**src/rtl/seg7_scan_ctrl.sv**
```systemverilog
// -----------------------------------------------------------------------------
// seg7_scan_ctrl
//   Time-multiplexed scan controller for a 4-digit common-anode 7-segment
//   display that shares one hex-to-segment decoder. Each digit gets an
//   anode-off BLANK gap, which prevents ghosting, followed by a SHOW phase.
//   New values are staged in a shadow register and reach the display register
//   only at a frame boundary, or in IDLE. A frame therefore never mixes old
//   and new digits.
//
//   Ports:
//     Clk        in   system clock, rising edge
//     Rst        in   asynchronous reset, active-high
//     Enable     in   1 = scanning, 0 = display dark (returns to IDLE)
//     Load       in   one-cycle strobe capturing Value/DpIn into the shadow
//     Value[15:0] in  digit n = Value[4n+3:4n], digit 0 rightmost
//     DpIn[3:0]  in   decimal point per digit, 1 = lit
//     Nibble[3:0] out registered nibble for the decoder, loaded on BLANK entry
//     DpOut      out  registered decimal point of the current digit
//     An[3:0]    out  registered anode enables, active-low
//     FrameDone  out  high during the last SHOW cycle of digit 3
//
//   Build option:
//     LEADING_ZERO_BLANK_EN - when defined, digits 3..1 stay dark in SHOW if
//     their nibble and all higher nibbles are zero. Timing is unchanged.
//
//   state | meaning
//   IDLE  | anodes off, waiting for Enable
//   BLANK | anodes off for BLANK_CYCLES, nibble/dp already set for idx
//   SHOW  | anode idx on for CLK_DIV cycles
// -----------------------------------------------------------------------------
module seg7_scan_ctrl #(
    parameter int CLK_DIV      = 50000,
    parameter int BLANK_CYCLES = 16
) (
    input  logic        Clk,
    input  logic        Rst,
    input  logic        Enable,
    input  logic        Load,
    input  logic [15:0] Value,
    input  logic [3:0]  DpIn,
    output logic [3:0]  Nibble,
    output logic        DpOut,
    output logic [3:0]  An,
    output logic        FrameDone
);

    localparam int CNT_MAX = (CLK_DIV > BLANK_CYCLES) ? CLK_DIV : BLANK_CYCLES;
    localparam int CNT_W   = $clog2(CNT_MAX);
    localparam logic [CNT_W-1:0] SHOW_LOAD  = CNT_W'(CLK_DIV - 1);
    localparam logic [CNT_W-1:0] BLANK_LOAD = CNT_W'(BLANK_CYCLES - 1);

    typedef enum logic [1:0] {
        ST_IDLE  = 2'd0,
        ST_BLANK = 2'd1,
        ST_SHOW  = 2'd2
    } state_t;

    state_t            state_q, state_d;
    logic [CNT_W-1:0]  cnt_q, cnt_d;
    logic [1:0]        idx_q, idx_d;
    logic [15:0]       shadow_val_q, shadow_val_d;
    logic [3:0]        shadow_dp_q, shadow_dp_d;
    logic [15:0]       disp_val_q, disp_val_d;
    logic [3:0]        disp_dp_q, disp_dp_d;
    logic              pending_q, pending_d;
    logic [3:0]        nibble_q, nibble_d;
    logic              dp_q, dp_d;
    logic [3:0]        an_q, an_d;

    logic              frame_end;
    logic              commit_slot;
    logic              load_digit;
    logic              lz_dark;

    assign frame_end   = (state_q == ST_SHOW) && (cnt_q == '0) && (idx_q == 2'd3) && Enable;
    // IDLE commits a pending value one cycle after the Load that set it.
    assign commit_slot = frame_end || ((state_q == ST_IDLE) && pending_q);

`ifdef LEADING_ZERO_BLANK_EN
    always_comb begin
        case (idx_q)
            2'd3:    lz_dark = (disp_val_q[15:12] == 4'h0);
            2'd2:    lz_dark = (disp_val_q[15:8]  == 8'h0);
            2'd1:    lz_dark = (disp_val_q[15:4]  == 12'h0);
            default: lz_dark = 1'b0;
        endcase
    end
`else
    assign lz_dark = 1'b0;
`endif

    always_comb begin
        state_d      = state_q;
        cnt_d        = cnt_q;
        idx_d        = idx_q;
        shadow_val_d = shadow_val_q;
        shadow_dp_d  = shadow_dp_q;
        disp_val_d   = disp_val_q;
        disp_dp_d    = disp_dp_q;
        pending_d    = pending_q;
        nibble_d     = nibble_q;
        dp_d         = dp_q;
        an_d         = an_q;
        load_digit   = 1'b0;

        if (Load) begin
            shadow_val_d = Value;
            shadow_dp_d  = DpIn;
        end

        // A Load coinciding with a commit bypasses the shadow.
        if (commit_slot) begin
            pending_d = 1'b0;
            if (Load) begin
                disp_val_d = Value;
                disp_dp_d  = DpIn;
            end else if (pending_q) begin
                disp_val_d = shadow_val_q;
                disp_dp_d  = shadow_dp_q;
            end
        end else if (Load) begin
            pending_d = 1'b1;
        end

        if (!Enable) begin
            state_d = ST_IDLE;
            idx_d   = 2'd0;
            cnt_d   = '0;
            an_d    = 4'hF;
        end else begin
            case (state_q)
                ST_IDLE: begin
                    state_d    = ST_BLANK;
                    idx_d      = 2'd0;
                    cnt_d      = BLANK_LOAD;
                    an_d       = 4'hF;
                    load_digit = 1'b1;
                end
                ST_BLANK: begin
                    if (cnt_q == '0) begin
                        state_d = ST_SHOW;
                        cnt_d   = SHOW_LOAD;
                        an_d    = lz_dark ? 4'hF : ~(4'b0001 << idx_q);
                    end else begin
                        cnt_d = cnt_q - 1'b1;
                    end
                end
                ST_SHOW: begin
                    if (cnt_q == '0) begin
                        state_d    = ST_BLANK;
                        cnt_d      = BLANK_LOAD;
                        idx_d      = idx_q + 2'd1;
                        an_d       = 4'hF;
                        load_digit = 1'b1;
                    end else begin
                        cnt_d = cnt_q - 1'b1;
                    end
                end
                default: begin
                    state_d = ST_IDLE;
                    idx_d   = 2'd0;
                    cnt_d   = '0;
                    an_d    = 4'hF;
                end
            endcase
        end

        // Digit data comes from the post-commit display so a new frame
        // starts with new digits from its very first BLANK cycle.
        if (load_digit) begin
            nibble_d = disp_val_d[{idx_d, 2'b00} +: 4];
            dp_d     = disp_dp_d[idx_d];
        end
    end

    always_ff @(posedge Clk or posedge Rst) begin
        if (Rst) begin
            state_q      <= ST_IDLE;
            cnt_q        <= '0;
            idx_q        <= 2'd0;
            shadow_val_q <= 16'h0000;
            shadow_dp_q  <= 4'h0;
            disp_val_q   <= 16'h0000;
            disp_dp_q    <= 4'h0;
            pending_q    <= 1'b0;
            nibble_q     <= 4'h0;
            dp_q         <= 1'b0;
            an_q         <= 4'hF;
        end else begin
            state_q      <= state_d;
            cnt_q        <= cnt_d;
            idx_q        <= idx_d;
            shadow_val_q <= shadow_val_d;
            shadow_dp_q  <= shadow_dp_d;
            disp_val_q   <= disp_val_d;
            disp_dp_q    <= disp_dp_d;
            pending_q    <= pending_d;
            nibble_q     <= nibble_d;
            dp_q         <= dp_d;
            an_q         <= an_d;
        end
    end

    assign Nibble    = nibble_q;
    assign DpOut     = dp_q;
    assign An        = an_q;
    assign FrameDone = frame_end;

endmodule

```
**config.mk**
```make
export PLATFORM = sky130hd
export DESIGN_NAME = seg7_scan_ctrl
export DESIGN_NICKNAME = d
export VERILOG_FILES = /design/src/rtl/seg7_scan_ctrl.sv
export SDC_FILE = /design/constraint.sdc
export NUM_CORES = 1
export LEC_CHECK = 0
export CAP_MARGIN = 10
export CORE_AREA = 2 2 99 101
export CTS_CLUSTER_SIZE = 40
export DETAILED_ROUTE_END_ITERATION = 8
export DIE_AREA = 0 0 101 103
export PLACE_DENSITY = 0.65
export SYNTH_ARGS = -nofsm -noshare
export SYNTH_HDL_FRONTEND = slang
export SYNTH_SLANG_ARGS = --single-unit
```
**constraint.sdc**
```tcl
create_clock -name Clk -period 4.3 [get_ports Clk]
set_clock_uncertainty 0.15 [all_clocks]
set_input_delay 0.86 -clock Clk [delete_from_list [all_inputs] [get_ports Clk]]
set_output_delay 0.86 -clock Clk [all_outputs]
set_load 0.01 [all_outputs]
```
==> flow_summary.ini <==
[clocking]
clockBufferDepth = 2
clockRootBuffer = clkbuf_8
post_cts_resize_count = 0
cts_buffers = 9
clock_sinks = 70
cts_setup_buffers = 0
cts_hold_buf = 0
tritoncts = yes
clock_latency_ps = 340
clk_pin_slew_worst_paths_ps = 70
h-tree-depth = 3

[cells_and_area]
antenna_cells = 0
multiInputGateArea_um2 = 1730
drive_above_1_share_pct = 15.3
final_cells = 518
num-fill-cells = 916
fin_nets = 434
seq_area_um2 = 1760
areaGrowthSynthToFinish_pct = 18.2

[synthesis]
yosys.area.top_type_share_pct = 44.9
synth-simple-area-share_pct = 15.5
synth_compound_area_share_pct = 14.0
synth_area_per_cell_um2 = 10.0
async_reset_ff_share_pct = 100
synth_mux_area_share_pct = 11.3
synth.distinct_cells = 44
synth_top_family_by_area = simple AND/OR/NAND/NOR gates
synth_area_leader_cell = dfrtp_1
synth_flop_cell = dfrtp_1
synth-seq-cells = 70
synth_most_common_cell = dfrtp_1
synthTopCellsByCount = dfrtp_1, nand2_1, o21ai_0
yosysSeqAreaShare_pct = 47.8
synth_edf_count = 0
yosys_warnings = 0
synth_fa_ha_area_share_pct = 3.74
yosys.area_share.xor_xnor_pct = 2.62
postSynthCellCount = 367
netlist_area_um2 = 3680
synth_nets = 402
yosys-top-cells-area = dfrtp_1, mux2i_1, o21ai_0

[detailed_routing]
wl_per_cell_um = 15.7
drtIter0Drc = 154
final_antenna_net_count = 0
via_count = 2757
via_per_inst = 5.32
route.detailed.drc = 0
wirelength_um = 8140
drtPass1Iterations = 5

[timing]
period_share_pct = 79.3
setup_viol = 0
worst_pin_slew_ps = 823
timing.slew.headroom_pct = 45.0
grt_setup_unrepaired = false
min_period_ps = 3410
maxSlewViolCount = 0
finalSetupTns_ps = 0
hold_viol = 0
timing.fmax_mhz = 293

[setup_path]
critPathLaunchType = primary input
path_cells = clkdlybuf4s50_1 > nand3_1 > buf_4 > nor2_1 > clkdlybuf4s50_1
critPathRequiredTime_ps = 3290
path_common_cell = clkdlybuf4s50_1
cp_top_family = buffers and inverters
cp.arrival_ps = 2400
critPathMaxStageDelay_ps = 560
crit_buf_inv = 3
worstPathMaxFanout = 11
crit_path_end_kind = primary output
timing.setup.critical_path_class = in -> out
critPathSlowestCell = clkdlybuf4s50_1

[pwr]
power.leakage_nw = 1.79
peakVddDrop_uv = 265
p_per_area_nw_per_um2 = 655

[placed_design]
io_buffers = 33
gp_congestion = 0.772
dp_cells = 501
hpwl_um = 5480

[global_route]
grt_pass1_wl_um = 13900
grt_max_degree = 52
grt_pass1_vias = 2710
overflow = 0
grt_antenna_before_repair = 0
grt_usage_pct = 17.1

[status]
run_status = finished clean

[floorplanning]
initial_core_util_pct = 38.9
die_w_um = 101
ios = 34
num_rows = 36
dieHeight_um = 103
core_um2 = 9460
die_area_um2 = 10400

[min_path]
holdCritPathClass = reg -> reg

[job]
max_cap_viol_count = 0
[metal layers]
layer	vias to the layer above	wire length, µm	GRT usage [%]
met5	-	0	0
met1	1334	3930	24.8
met2	60	3810	25.8
met3	7	355	4.61
met4	0	57	3.95
li1	1356	-	-
[flip-flops by register name, summed over array words and instances (netlist names), 4 cells and up]
| name | cells |
|---|---|
| cnt_q | 16 |
| Nibble | 4 |
| shadow_val_q | 16 |
| shadow_dp_q | 4 |
| disp_val_q | 16 |
| An | 4 |
| disp_dp_q | 4 |
[report_power, final]
group / internal [W] / switching (W) / leakage, nW
combinational: 0.000543 / 0.000700 / 0.832
sequential: 0.000858 / 0.000159 / 0.852
clock: 0.000341 / 0.000244 / 0.110
total: 0.00174 / 0.00110 / 1.79
[area by class of cell]
type,count,area share (%)
Inverter,19,1.64
Clock inverter,4,1.61
Timing Repair Buffer,44,9.79
Clock buffer,12,3.34
Sequential cell,70,40.4
Multi-Input combinational cell,255,39.9
Tap cell,114,3.28
[logic make-up after synthesis]
group                      Yosys count
AOI/OAI and AO/OA                   79
xor gates and xnor gates            11
adders and majority gates           11
buffers and inverters               42
DFF                                 70
muxes                               40
and+or+nand+nor                    114
[worst min-delay path: cells and delay by family (launching register included)]
kind	cells	cell delay, ps
AOI/OAI and AO/OA	1	60
DFF	1	350
and+or+nand+nor	1	50
[worst paths after layout]
kind	from	depth (start not counted)	end	slack, ps
hold / removal	Nibble[1]$_DFFE_PP0P_	2	Nibble[1]$_DFFE_PP0P_	350
hold reg to reg	Nibble[1]$_DFFE_PP0P_	2	Nibble[1]$_DFFE_PP0P_	350
setup / recovery	Enable	5	FrameDone	890
setup reg to reg	cnt_q[0]$_DFF_PP0_	8	Nibble[2]$_DFFE_PP0P_	1180
min in group asynchronous	Rst	2	cnt_q[9]$_DFF_PP0_	600
max in group asynchronous	Rst	4	disp_val_q[10]$_DFF_PP0_	2640
[metrics by stage]
stage / power [W] / instance area (µm²) / util (%) / setup WS, ps / hold WS [ps]
floorplan: 0.00195 / 3680 / - / 1530 / 311
global placement: 0.00222 / 4110 / 43.4 / 892 / 320
detailed placement: 0.00225 / 4110 / 43.4 / 887 / 339
CTS: 0.00285 / 4320 / 45.7 / 886 / 355
global route: 0.00307 / 4340 / 45.9 / 774 / 394
finish: 0.00285 / 4340 / 45.9 / 892 / 346
[placed cells by master, fill, tap and decap left out, drive strengths merged, types with 2 or more instances in the layout]
cell type	count
dfrtp	66
nand2	38
clkdlybuf4s50	33
o21ai	30
mux2i	28
nor3	24
nor2	24
a21oi	24
inv	19
mux2	12
clkbuf	12
ha	11
buf	11
o221a	9
nand3	8
xnor2	6
o221ai	5
xor2	5
dfstp	4
nor4	4
a31oi	3
or2	3
or3	3
nor2b	2
nand2b	2
o22ai	2
bufinv	2
clkinv	2
nor4b	2
(Power assumes the default switching activity.)
